$ cat config.mk
export PLATFORM = sky130hd
export DESIGN_NAME = alu_packet_engine
export DESIGN_NICKNAME = d
export VERILOG_FILES = /design/src/rtl/alu_packet_engine.sv
export SDC_FILE = /design/constraint.sdc
export NUM_CORES = 2
export LEC_CHECK = 0
export ABC_CLOCK_PERIOD_IN_PS = 8470
export CORE_ASPECT_RATIO = 1.5
export CORE_MARGIN = 10
export CORE_UTILIZATION = 35
export DETAILED_ROUTE_END_ITERATION = 7
export PLACE_DENSITY = 0.51
export SETUP_SLACK_MARGIN = 0.2
export SLEW_MARGIN = 20
export SYNTH_ARGS = -nofsm -noshare
export SYNTH_HDL_FRONTEND = slang
export SYNTH_SLANG_ARGS = --single-unit
$ cat constraint.sdc
create_clock -name clk -period 8.47 [get_ports clk]
set_input_delay 2.541 -clock clk [delete_from_list [all_inputs] [get_ports clk]]
set_output_delay 2.541 -clock clk [all_outputs]
set_load 0.01 [all_outputs]
$ cat src/rtl/alu_packet_engine.sv
// Byte-stream ALU: parses length-framed command packets from UART RX,
// runs echo/add/mul/div and streams result bytes to UART TX.
module alu_packet_engine #(
    parameter int OPERAND_W = 32,
    parameter int LEN_W     = 16
) (
    input  logic       clk,
    input  logic       rst_ni,
    input  logic [7:0] rx_data_i,
    input  logic       rx_valid_i,
    output logic       rx_ready_o,
    output logic [7:0] tx_data_o,
    output logic       tx_valid_o,
    input  logic       tx_ready_i,
    output logic       busy_o,
    output logic       err_o
);
    localparam int W   = OPERAND_W;
    localparam int B   = W / 8;
    localparam int OCW = $clog2(2 * B + 1);
    localparam int BW  = $clog2(B + 1);
    localparam int DW  = $clog2(W);
    localparam logic [7:0] OP_ECHO = 8'hEC;
    localparam logic [7:0] OP_ADD  = 8'hA0;
    localparam logic [7:0] OP_MUL  = 8'hA1;
    localparam logic [7:0] OP_DIV  = 8'hA2;

    typedef enum logic [2:0] {
        IDLE, HDR, ECHO, OPERAND, DIV, RESULT, DRAIN
    } state_t;

    state_t state, state_n;
    logic [7:0]       opcode, len_lo;
    logic [1:0]       hcnt;
    logic [LEN_W-1:0] left;
    logic [W-1:0]     sh, acc, q, rem, divisor;
    logic [BW-1:0]    bidx;
    logic             second;
    logic [DW-1:0]    dcnt;
    logic [2*W-1:0]   res;
    logic [OCW-1:0]   out_left;
    logic             rdy;

    logic             rx_fire, tx_fire, known, hdr_bad;
    logic [LEN_W-1:0] full_len, pay;
    logic [W-1:0]     word, acc_nxt, rem_n, q_n;
    logic [W:0]       cur;

    assign rx_ready_o = rdy & rst_ni;
    assign rx_fire    = rx_valid_i && rx_ready_o;
    assign tx_fire    = tx_valid_o && tx_ready_i;
    assign busy_o     = (state != IDLE);

    assign full_len = LEN_W'({rx_data_i, len_lo});
    assign pay      = full_len - LEN_W'(4);
    assign known    = (opcode == OP_ECHO) || (opcode == OP_ADD) ||
                      (opcode == OP_MUL) || (opcode == OP_DIV);
    assign hdr_bad  = !known || (full_len < LEN_W'(4)) ||
                      ((opcode != OP_ECHO) && (pay % LEN_W'(B) != '0)) ||
                      ((opcode == OP_DIV) && (pay != LEN_W'(2 * B)));

    // little-endian operand assembly: new byte enters at the top
    assign word    = (sh >> 8) | (W'(rx_data_i) << (W - 8));
    assign acc_nxt = (opcode == OP_MUL) ? acc * word : acc + word;

    // one restoring-division step
    always_comb begin
        cur = {rem, q[W-1]};
        if (cur >= {1'b0, divisor}) begin
            rem_n = W'(cur - {1'b0, divisor});
            q_n   = {q[W-2:0], 1'b1};
        end else begin
            rem_n = cur[W-1:0];
            q_n   = {q[W-2:0], 1'b0};
        end
    end

    // state register
    always_ff @(posedge clk or negedge rst_ni) begin
        if (!rst_ni) state <= IDLE;
        else         state <= state_n;
    end

    // next state and rx ready
    always_comb begin
        state_n = state;
        rdy     = 1'b0;
        unique case (state)
            IDLE: begin
                rdy = 1'b1;
                if (rx_valid_i) state_n = HDR;
            end
            HDR: begin
                rdy = 1'b1;
                if (rx_valid_i && hcnt == 2'd2) begin
                    if (hdr_bad)                     state_n = DRAIN;
                    else if (full_len == LEN_W'(4))
                        state_n = (opcode == OP_ECHO) ? IDLE : RESULT;
                    else if (opcode == OP_ECHO)      state_n = ECHO;
                    else                             state_n = OPERAND;
                end
            end
            ECHO: begin
                rdy = (left != '0) && (!tx_valid_o || tx_ready_i);
                if (left == '0 && (!tx_valid_o || tx_ready_i))
                    state_n = IDLE;
            end
            OPERAND: begin
                rdy = 1'b1;
                if (rx_valid_i && left == LEN_W'(1))
                    state_n = (opcode == OP_DIV) ? DIV : RESULT;
            end
            DIV: begin
                if (divisor == '0 || dcnt == DW'(W - 1)) state_n = RESULT;
            end
            RESULT: begin
                if (tx_fire && out_left == '0) state_n = IDLE;
            end
            DRAIN: begin
                rdy = (left != '0);
                if (left == '0) state_n = IDLE;
            end
            default: state_n = IDLE;
        endcase
    end

    // datapath: header capture, operand math, divider and tx byte register
    always_ff @(posedge clk or negedge rst_ni) begin
        if (!rst_ni) begin
            opcode     <= '0;
            len_lo     <= '0;
            hcnt       <= '0;
            left       <= '0;
            sh         <= '0;
            acc        <= '0;
            q          <= '0;
            rem        <= '0;
            divisor    <= '0;
            bidx       <= '0;
            second     <= 1'b0;
            dcnt       <= '0;
            res        <= '0;
            out_left   <= '0;
            tx_data_o  <= '0;
            tx_valid_o <= 1'b0;
            err_o      <= 1'b0;
        end else begin
            err_o <= 1'b0;
            unique case (state)
                IDLE: if (rx_fire) begin
                    opcode <= rx_data_i;
                    hcnt   <= '0;
                end
                HDR: if (rx_fire) begin
                    hcnt <= hcnt + 2'd1;
                    if (hcnt == 2'd1) len_lo <= rx_data_i;
                    if (hcnt == 2'd2) begin
                        left   <= (full_len < LEN_W'(4)) ? '0 : pay;
                        err_o  <= hdr_bad;
                        acc    <= (opcode == OP_MUL) ? W'(1) : '0;
                        bidx   <= '0;
                        second <= 1'b0;
                        res    <= (opcode == OP_MUL) ? (2*W)'(1) : '0;
                        out_left <= OCW'(B);
                    end
                end
                ECHO: begin
                    if (rx_fire) begin
                        tx_data_o  <= rx_data_i;
                        tx_valid_o <= 1'b1;
                        left       <= left - LEN_W'(1);
                    end else if (tx_fire) begin
                        tx_valid_o <= 1'b0;
                    end
                end
                OPERAND: if (rx_fire) begin
                    left <= left - LEN_W'(1);
                    sh   <= word;
                    bidx <= (bidx == BW'(B - 1)) ? '0 : bidx + BW'(1);
                    if (bidx == BW'(B - 1)) begin
                        if (opcode != OP_DIV) begin
                            acc <= acc_nxt;
                        end else if (!second) begin
                            q      <= word;
                            second <= 1'b1;
                        end else begin
                            divisor <= word;
                            rem     <= '0;
                            dcnt    <= '0;
                        end
                    end
                    if (left == LEN_W'(1) && opcode != OP_DIV) begin
                        res      <= {{W{1'b0}}, acc_nxt};
                        out_left <= OCW'(B);
                    end
                end
                DIV: begin
                    if (divisor == '0) begin
                        res      <= {q, {W{1'b1}}};
                        out_left <= OCW'(2 * B);
                    end else begin
                        rem  <= rem_n;
                        q    <= q_n;
                        dcnt <= dcnt + DW'(1);
                        if (dcnt == DW'(W - 1)) begin
                            res      <= {rem_n, q_n};
                            out_left <= OCW'(2 * B);
                        end
                    end
                end
                RESULT: if (!tx_valid_o || tx_fire) begin
                    if (out_left != '0) begin
                        tx_data_o  <= res[7:0];
                        tx_valid_o <= 1'b1;
                        res        <= res >> 8;
                        out_left   <= out_left - OCW'(1);
                    end else begin
                        tx_valid_o <= 1'b0;
                    end
                end
                DRAIN: if (rx_fire) left <= left - LEN_W'(1);
                default: ;
            endcase
        end
    end
endmodule

==> results_dict.tcl <==
set metrics [dict create \
    status "finished, final reports clean" \
    synth_common_cells "587 x nand2_1, 449 x inv_1, 410 x fa_1" \
    drt_iter0_drc 1624 \
    worstPathRequired_ns 8.92 \
    synthCells 3706 \
    cts_hold_buf 0 \
    ys_warn_count 0 \
    routed_wl_mm 116 \
    worst_setup_path_end_kind "flip-flop" \
    rsz0062_at_grt "false" \
    regArea_um2 6910 \
    mappedNetlistArea_um2 32400 \
    hold_violations 0 \
    fmax_ghz 0.124 \
    fin_crit_sh 0.950 \
    cap_violations 0 \
    synth_cell_types 73 \
    sw_frac_of_total 0.447 \
    final_nets 4305 \
    intPower_w 0.00324 \
    finalSetupViolCount 0 \
    cp_top_family "adder cells" \
    slowest_delay_ns 0.60 \
    pwr-share-seq 0.337 \
    r2r_setup_slack_ns 0.45 \
    synth_ff_type "dfrtp_1" \
    maxSlewViolCount 0 \
    multiInputGateArea_um2 23100 \
    boundaryPins 24 \
    min_period_ns 8.04 \
    io_buffer_count 23 \
    core_area_um2 91900 \
    ir_drop_mv 0.205 \
    grt_max_degree 154 \
    worst_pin_slew_ns 1.14 \
    drcViolationCount 0 \
    synthTopCellsByArea "fa_1 25%, dfrtp_1 21%, ha_1 7.6%, nand2_1 6.8%, and2_1 5.5%" \
    grt.overflow.total 0 \
    diodes 0 \
    synth.most_common_cell "nand2_1" \
    clk_latency_ns 0.61 \
    die_area_um2 106000 \
    switchingPower_w 0.00262 \
    netlist.top_cell.by_area "fa_1" \
    dr_total_vias 26400 \
    htreeDepth 1 \
    antenna_found_initial 1 \
    hold_class "reg -> reg" \
    cts_tree "built" \
    dp.cells 4826 \
    pwr-share-clk 0.256 \
    cp-start-kind "input port" \
    clock_path_buffers 3 \
    leakagePower_nw 16.8 \
    synth_edf_count 0 \
    timing.final.ws_setup_ns 0.426 \
    crit_fanout 2 \
    gp_congestion 0.907 \
    crit_top_cell "fa_1" \
    path_cells "clkdlybuf4s50_1, and2_1, ha_1, ha_1, inv_1, fa_1, inv_1, fa_1, inv_1, fa_1, fa_1, fa_1, fa_2, xor2_1, xnor2_1, xnor2_1, xnor2_1, xnor2_1, xnor3_1, xor2_1, nor2_1, o21ai_2, a31oi_1" \
    grt_pass1_vias 28100 \
    async_reset_ff_frac 1.00 \
    path_buf_inv 4 \
    ys_seq_area_frac 0.213 \
    clk_pin_slew_ns 0.07 \
    postCtsSetupRepairBufs 0 \
    firstDrtPassIters 5 \
    crit_type "in -> reg" \
    layoutNonFillerInstCount 4882 \
    ys_ff_latch 276 \
    cts_made_buffers 30 \
    clock_skew_ns 0.0173 \
    start_util 0.353 \
    num_rows 136 \
    syn_avg_cell_area_um2 8.76 \
    area_delta_synth_final_pct 9.60 \
    die_w_um 269 \
    clock-sinks 276 \
    cts-root-buf "clkbuf_16" \
    cp_slowest_cell "clkdlybuf4s50_1" \
    drive_gt1_frac 0.0806 \
    track_usage 0.222 \
    p_per_area_nw_per_um2 165 \
    via_per_inst 5.41 \
    drtAntennaViolNets 0 \
    arrival_ns 8.49 \
    dp_slack_ns -0.640 \
    nFillCells 9348 \
    die_h_um 393 \
    synth.net_count 4326 \
    grt_pass1_wl_mm 177 \
    synth_top_cell_area_share 0.253 \
    wl_per_cell_um 23.7 \
    dp_hpwl_mm 90.2 \
    maxSlewHeadroom 0.236 \
    comb_power_share 0.407 \
]
-- worst reg2reg max path, cell delays in order (launching register included) --
cell and delay [ns]:
dfrtp_1 0.70, ha_1 0.42, inv_1 0.15, fa_1 0.52
fa_1 0.43, inv_1 0.08, fa_1 0.16, inv_1 0.05
fa_1 0.50, inv_1 0.05, fa_1 0.50, inv_1 0.06
fa_1 0.54, inv_1 0.06, fa_1 0.40, fa_1 0.50
ha_1 0.26, or3_1 0.37, a211o_1 0.30, nor3_1 0.29
a2111oi_0 0.19, buf_4 0.19, a221o_1 0.34, a31oi_1 0.21
xor2_1 0.21, nor2_1 0.07, o21ai_1 0.20, a31oi_1 0.11
-- final cells by class --
cell class	instances	area share
Timing Repair Buffer	162	0.0370
Clock buffer	37	0.0236
Multi-Input combinational cell	2765	0.650
Sequential cell	276	0.194
Tap cell	1173	0.0413
Clock inverter	19	0.00672
Inverter	450	0.0475
-- power groups by stage --
| stage | logic [W] | registers [W] | clock network (W) |
|---|---|---|---|
| 6_report | 0.00239 | 0.00198 | 0.00150 |
| 5_1_grt | 0.00258 | 0.00200 | 0.00156 |
| 2_1_floorplan | 0.00154 | 0.00179 | 0 |
| 3_5_place_dp | 0.00237 | 0.00199 | 0 |
| 3_3_place_gp | 0.00236 | 0.00199 | 0 |
| 4_1_cts | 0.00237 | 0.00197 | 0.00153 |
-- through the flow --
step,cell area (um2),TNS [ns],power (W),hold slack (ns),utilization
5_1_grt,35600,0,0.00615,0.510,0.387
6_report,35600,0,0.00586,0.489,0.387
3_3_place_gp,34500,-3.90,0.00435,0.468,0.375
2_1_floorplan,32500,0,0.00333,0.445,-
3_5_place_dp,34500,-4.41,0.00436,0.475,0.375
4_1_cts,35500,0,0.00587,0.490,0.387
-- repair_timing --
| item | in CTS | in global routing |
|---|---|---|
| endpoints found under the hold margin | 0 | 0 |
| gates resized for setup | 2 | 17 |
| setup endpoints to repair | 8 | 8 |
| pin swaps | 8 | 12 |
-- final timing paths --
| path | start | depth (start not counted) | end |
|---|---|---|---|
| min in group asynchronous | rst_ni | 1 | sh[27]$_DFFE_PN0P_ |
| max in group asynchronous | rst_ni | 3 | acc[11]$_DFFE_PN0P_ |
| worst min register to register | tx_data_o[4]$_DFFE_PN0P_ | 2 | tx_data_o[4]$_DFFE_PN0P_ |
| worst max-delay path | rx_data_i[6] | 23 | res[31]$_DFFE_PN0P_ |
| worst max register to register | sh[16]$_DFFE_PN0P_ | 27 | res[30]$_DFFE_PN0P_ |
| worst min-delay path | tx_data_o[4]$_DFFE_PN0P_ | 2 | tx_data_o[4]$_DFFE_PN0P_ |
-- cells in the final DEF, fill, tap and decap left out, types with 9 or more instances in the layout --
cell	instances
nor4_1	20
o21bai_1	10
a211oi_1	23
clkinv_2	9
clkdlybuf4s50_1	17
a21o_1	44
buf_4	135
nand3_1	33
a22oi_1	21
dfrtp_1	272
nand2b_1	21
or2_2	10
nor2_1	150
fa_1	407
inv_1	449
a21oi_1	147
o22ai_1	13
xnor2_1	99
o21a_1	24
o211ai_1	30
a211o_1	9
nand4_1	17
a22o_1	18
o31ai_1	16
a31oi_1	67
ha_1	198
nand3b_1	10
xor2_1	40
and3_1	14
clkbuf_16	31
or3_1	25
nor2b_1	14
mux2i_1	20
nor3_1	40
mux2_2	60
nand2_1	585
and2_1	282
o21ai_0	197
-- registers in the layout (all words and copies together), names as in the netlist --
register,count
acc,32
bidx,3
dcnt,5
divisor,32
err_o,1
hcnt,2
left,16
len_lo,8
opcode,8
out_left,4
q,32
rem,32
res,64
second,1
sh,24
state,3
tx_data_o,8
tx_valid_o,1
-- routing by layer --
| layer | track usage | part of all wire | routed length [um] |
|---|---|---|---|
| met1 | 0.244 | 0.37 | 43300 |
| met2 | 0.411 | 0.52 | 60700 |
| met3 | 0.0179 | 0.033 | 3810 |
| met4 | 0.131 | 0.068 | 7860 |
| met5 | 0 | 0.00012 | 14 |
-- cell families after synthesis --
kind of cell | Yosys count | share of synthesized area
fa+ha+maj | 608 | 0.329
flops | 276 | 0.213
simple gates | 1260 | 0.185
xor+xnor | 140 | 0.0382
mux | 80 | 0.0270
buf+inv | 665 | 0.0782
compound gates | 677 | 0.129
No activity file was read; power rests on OpenSTA's default activity.
